--- src/rtl/fetch_pkg.sv ---
// Shared types and sizing for the instruction-fetch stage of the 9-bit CPU.
package fetch_pkg;

  typedef enum logic [1:0] {
    IDLE = 2'd0,
    RUN  = 2'd1,
    HALT = 2'd2
  } fetch_state_e;

  localparam int LUT_ENTRIES = 4;
  localparam int TARG_W      = 2;   // matches the decoder's TargSel width
  localparam int DEF_PC_W    = 10;
  localparam int DEF_CNT_W   = 16;

endpackage

--- src/rtl/target_lut.sv ---
// Jump-target table: one write port, one combinational read port, async clear.
module target_lut
  import fetch_pkg::*;
#(
  parameter int PC_W = DEF_PC_W
) (
  input  logic              clk,
  input  logic              rst_n,
  input  logic              wr_en,
  input  logic [TARG_W-1:0] wr_addr,
  input  logic [PC_W-1:0]   wr_data,
  input  logic [TARG_W-1:0] rd_addr,
  output logic [PC_W-1:0]   rd_data
);

  logic [PC_W-1:0] mem_q [LUT_ENTRIES];
  logic [PC_W-1:0] mem_d [LUT_ENTRIES];

  always_comb begin
    mem_d = mem_q;
    if (wr_en) begin
      mem_d[wr_addr] = wr_data;
    end
  end

  always_ff @(posedge clk or negedge rst_n) begin
    if (!rst_n) begin
      for (int i = 0; i < LUT_ENTRIES; i++) begin
        mem_q[i] <= '0;
      end
    end else begin
      mem_q <= mem_d;
    end
  end

  assign rd_data = mem_q[rd_addr];

endmodule

--- src/rtl/fetch_unit.sv ---
// Fetch stage: owns the PC, picks next-PC from decoder/ALU inputs, sequences
// start/halt/restart and counts RUN cycles.
module fetch_unit
  import fetch_pkg::*;
#(
  parameter int PC_W  = DEF_PC_W,
  parameter int CNT_W = DEF_CNT_W
) (
  input  logic              Clk,
  input  logic              Reset_n,
  input  logic              Start,
  input  logic              Stall,
  input  logic              Jump,
  input  logic              BranchEn,
  input  logic [TARG_W-1:0] TargSel,
  input  logic              Ack,
  input  logic              Taken,
  input  logic              LutWrEn,
  input  logic [TARG_W-1:0] LutWrAddr,
  input  logic [PC_W-1:0]   LutWrData,
  output logic [PC_W-1:0]   PC,
  output logic              Running,
  output logic              Done,
  output logic [CNT_W-1:0]  CycleCount,
  output fetch_state_e      DbgState
);

  fetch_state_e     state_q, state_d;
  logic [PC_W-1:0]  pc_q, pc_d;
  logic [CNT_W-1:0] cnt_q, cnt_d;
  logic             running_q, running_d;
  logic             done_q, done_d;
  logic [PC_W-1:0]  lut_target;
  logic             lut_wr_en;

  // The table is only reprogrammable while the program is not executing.
  assign lut_wr_en = LutWrEn && (state_q != RUN);

  target_lut #(
    .PC_W (PC_W)
  ) u_target_lut (
    .clk     (Clk),
    .rst_n   (Reset_n),
    .wr_en   (lut_wr_en),
    .wr_addr (LutWrAddr),
    .wr_data (LutWrData),
    .rd_addr (TargSel),
    .rd_data (lut_target)
  );

  always_comb begin
    state_d = state_q;
    pc_d    = pc_q;
    cnt_d   = cnt_q;

    unique case (state_q)
      IDLE: begin
        pc_d = '0;
        if (Start) begin
          state_d = RUN;
          cnt_d   = '0;
        end
      end
      RUN: begin
        // Stalled cycles still count as time spent running.
        if (cnt_q != '1) begin
          cnt_d = cnt_q + CNT_W'(1);
        end
        if (!Stall) begin
          // Ack wins over Jump: the all-ones instruction raises both.
          if (Ack) begin
            state_d = HALT;
          end else if (Jump || (BranchEn && Taken)) begin
            pc_d = lut_target;
          end else begin
            pc_d = pc_q + PC_W'(1);
          end
        end
      end
      HALT: begin
        if (Start) begin
          state_d = RUN;
          pc_d    = '0;
          cnt_d   = '0;
        end
      end
      default: begin
        state_d = IDLE;
        pc_d    = '0;
      end
    endcase

    running_d = (state_d == RUN);
    done_d    = (state_d == HALT);
  end

  always_ff @(posedge Clk or negedge Reset_n) begin
    if (!Reset_n) begin
      state_q   <= IDLE;
      pc_q      <= '0;
      cnt_q     <= '0;
      running_q <= 1'b0;
      done_q    <= 1'b0;
    end else begin
      state_q   <= state_d;
      pc_q      <= pc_d;
      cnt_q     <= cnt_d;
      running_q <= running_d;
      done_q    <= done_d;
    end
  end

  assign PC         = pc_q;
  assign Running    = running_q;
  assign Done       = done_q;
  assign CycleCount = cnt_q;
  assign DbgState   = state_q;

endmodule

--- config.mk ---
export PLATFORM = sky130hd
export DESIGN_NAME = fetch_unit
export DESIGN_NICKNAME = d
export VERILOG_FILES = /design/src/rtl/fetch_pkg.sv /design/src/rtl/target_lut.sv /design/src/rtl/fetch_unit.sv
export SDC_FILE = /design/constraint.sdc
export NUM_CORES = 1
export LEC_CHECK = 0
export ABC_CLOCK_PERIOD_IN_PS = 3700
export BUFFER_PORTS_ARGS = -buffer_cell sky130_fd_sc_hd__buf_2
export CAP_MARGIN = 5
export CORE_MARGIN = 3
export CORE_UTILIZATION = 35
export CTS_BUF_LIST = sky130_fd_sc_hd__clkbuf_8
export CTS_CLUSTER_DIAMETER = 100
export DETAILED_ROUTE_END_ITERATION = 10
export PLACE_DENSITY = 0.63
export SLEW_MARGIN = 30
export SYNTH_ARGS = -nofsm -noshare
export SYNTH_HDL_FRONTEND = slang
export SYNTH_SLANG_ARGS = --single-unit
--- constraint.sdc ---
create_clock -name Clk -period 3.7 [get_ports Clk]
set_input_delay 0.925 -clock Clk [delete_from_list [all_inputs] [get_ports Clk]]
set_output_delay 0.925 -clock Clk [all_outputs]
set_load 0.01 [all_outputs]
==> results.toml <==
[floorplanning]
start_util = 0.368
fp.dieH_um = 105
die_x_um = 105
rows = 35
core-area_mm2 = 0.00942
io_pins = 53
die_area_mm2 = 0.0111

[worst_hold_path]
hold_depth = 1
hold_end = "u_target_lut.mem_q[18]$_DFFE_PN0P_"
hold_start = "u_target_lut.mem_q[18]$_DFFE_PN0P_"
worstHoldPathType = "flip-flop to flip-flop"

[logic_synthesis]
syn_inst = 283
ys_async_sr_fraction = 1.00
synth_nets = 308
syn_area_per_cell_um2 = 12.2
yosysWarnings = 0
syn_area_mm2 = 0.00346
synth_ff_type = "dfrtp_1"
synthDistinctLibCells = 50
synth_edf_count = 0
synth-seq-cells = 70
synth-seq-area-share = 0.506

[placement]
gp_congestion = 0.865
io_buffers = 52
dp_hpwl_mm = 5.41

[pwr]
clkPwrFrac = 0.228
cellInternalPower_mw = 1.71
p_leak_nw = 1.82
power_frac_comb = 0.294
p_sw_mw = 0.845
ir_drop_v = 0.000221
pwr-share-seq = 0.478
swShare = 0.331
p_per_area_mw_per_mm2 = 634

[clock_network]
htreeDepth = 3
post_cts_buffers = 0
cts_sinks = 70
clock_latency_ns = 0.34
cts_made_buffers = 9
cts_root_buf = "clkbuf_8"
postCtsHoldBufs = 0
cts_tree = "built"
clockBufferDepth = 2
cts-resized-gates = 0
clk_pin_slew_ns = 0.08

[timing]
clock_skew_ns = 0.0109
whs_ns = 0.508
min_period_over_period = 0.574
maxSlewHeadroom = 0.559
hold_viol_final = 0
period_minus_slack_ns = 2.12
setup_viol = 0
setup_tns_ns = 0
drv_slew = 0
rsz0062_at_grt = "false"
worst_slew_pin_slew_ns = 0.658
fmax_ghz = 0.471

[detailed_routing]
antenna_left = 0
vias = 2501
totalWireLength_mm = 7.54
dr.pass1.iters = 4
first_iter_violations = 125
drcViolationCount = 0
routedWlPerCell_um = 16.1
viasPerCell = 5.32

[setup_path]
crit_path_cell_trace = "buf_2 -> or4b_1 -> or2_1 -> o21ai_1 -> a22o_1"
required_ns = 3.98
cpPeakStageDelay_ns = 0.67
r2r_slack_ns = 1.66
path_max_fanout = 9
critPathKind = "input pin to flip-flop"
crit_path_top_delay_cell = "or4b_1"
reg2regPathDepth = 4
crit_path_end_kind = "flip-flop"
critPathArrivalTime_ns = 2.40
cp-start-kind = "input pin"
reg2reg_from = "DbgState[1]$_DFF_PN0_"
reg2reg_to = "u_target_lut.mem_q[28]$_DFFE_PN0P_"

[layout]
regArea_mm2 = 0.00175
diodes = 0
multi_input_area_mm2 = 0.00164
drive_above_1_share = 0.375
synthToLayoutAreaGrowth_pct = 16.4
final_util = 0.428
nNetsFinal = 361
fillCellCount = 886

[global_route]
grt_max_degree = 44
grt_pass1_vias = 2387
grt_antenna_before_repair = 1
grt_usage = 0.141
grt_pass1_wl_mm = 12.6
grt_remaining_overflow = 0

[outcome]
outcome = "completed"

[flow_run]
drv_cap = 0
critical path: cells and delay by family:
kind                   cells  cell delay, ns
buffers and inverters      1            0.12
AO/OA/AOI/OAI              2            0.30
AND/OR/NAND/NOR            2            1.06
Yosys cell counts, types with 2 or more instances:
master / count / area [µm²]
nand3_1: 5 / 25.0
o22ai_1: 2 / 12.5
a21oi_1: 11 / 55.1
mux2_2: 42 / 473
nor2_1: 11 / 41.3
nand4b_1: 2 / 17.5
dfrtp_1: 70 / 1750
o21ai_0: 5 / 25.0
nor4_1: 3 / 18.8
a211o_1: 2 / 17.5
and4b_1: 2 / 20.0
nand4_1: 6 / 37.5
and3_1: 7 / 43.8
nand2b_1: 5 / 31.3
o2bb2ai_1: 6 / 52.6
nor3b_1: 2 / 15.0
ha_1: 2 / 25.0
or3_1: 2 / 12.5
mux2i_1: 7 / 70.1
buf_2: 5 / 25.0
inv_1: 2 / 7.51
o31ai_1: 2 / 15.0
clkbuf_1: 7 / 26.3
o21ai_1: 8 / 40.0
a31oi_1: 3 / 18.8
a211oi_1: 2 / 15.0
a22o_1: 6 / 52.6
a21o_1: 2 / 15.0
mux4_2: 10 / 225
nand2_1: 17 / 63.8
nor3_1: 8 / 40.0
power groups by stage:
stage | clock network [mW] | logic (mW) | registers [mW]
2_1_floorplan | 0 | 0.557 | 1.19
3_3_place_gp | 0 | 0.740 | 1.22
3_5_place_dp | 0 | 0.756 | 1.23
4_1_cts | 0.601 | 0.758 | 1.22
5_1_grt | 0.633 | 0.827 | 1.26
6_report | 0.584 | 0.751 | 1.22
final cells by class:
class | instances | share of cell area
clock inverters | 7 | 0.0152
repair buffers | 55 | 0.0707
multi-input cells | 198 | 0.407
well taps | 129 | 0.0400
inverters | 2 | 0.00186
clock buffers | 9 | 0.0307
flip-flops and latches | 70 | 0.434
through the flow:
step | instance area, µm² | setup slack, ns | std cells | power [mW]
after floorplan | 3460 | 1.42 | 283 | 1.75
after global placement | 3840 | 1.25 | 454 | 1.96
after detailed placement | 3840 | 1.21 | 454 | 1.99
after CTS | 4030 | 1.57 | 470 | 2.58
after global routing | 4030 | 1.48 | 470 | 2.72
final | 4030 | 1.58 | 470 | 2.56
kinds of logic (layout without fill, tap and decap cells):
| kind of cell | Yosys count | count (layout) | share of synthesized area |
|---|---|---|---|
| buffers and inverters | 15 | 73 | 0.0202 |
| multiplexers | 59 | 59 | 0.222 |
| flip-flops | 70 | 70 | 0.506 |
| adder cells (fa/ha/maj) | 2 | 2 | 0.00722 |
| AO/OA/AOI/OAI | 57 | 57 | 0.113 |
| AND/OR/NAND/NOR | 80 | 80 | 0.132 |
flip-flops by register name, summed over array words and instances (netlist names):
name                cells
CycleCount             16
Running                 1
u_target_lut.mem_q     40
PC                     10
DbgState                2
Done                    1
layout by cell type, fill, tap and decap left out, drive strengths merged, types with 5 or more instances in the layout:
cell,netlist,layout
dfrtp,70,70
buf,6,55
mux2,42,42
nand2,17,17
o21ai,13,13
nor2,11,11
a21oi,11,11
mux4,10,10
clkbuf,7,9
nor3,9,9
and3,8,8
mux2i,7,7
inv,2,7
o2bb2ai,6,6
nand4,6,6
a22o,6,6
nand2b,5,5
nand3,5,5
per-layer routing:
metal  wire length [µm]  GRT usage
met1               3610      0.202
met2               3480      0.215
met3                381     0.0312
met4                 57     0.0394
met5                  7          0
worst max path at each step:
stage               startpoint                end  cells past startpoint
finish                     Ack  PC[9]$_DFFE_PN0P_                      5
global route               Ack  PC[8]$_DFFE_PN0P_                      5
CTS                        Ack  PC[4]$_DFFE_PN0P_                      5
detailed placement         Ack  PC[4]$_DFFE_PN0P_                      5
global placement           Ack  PC[4]$_DFFE_PN0P_                      5
floorplan           TargSel[0]  PC[8]$_DFFE_PN0P_                      4
Power figures use the tool's default switching activity.
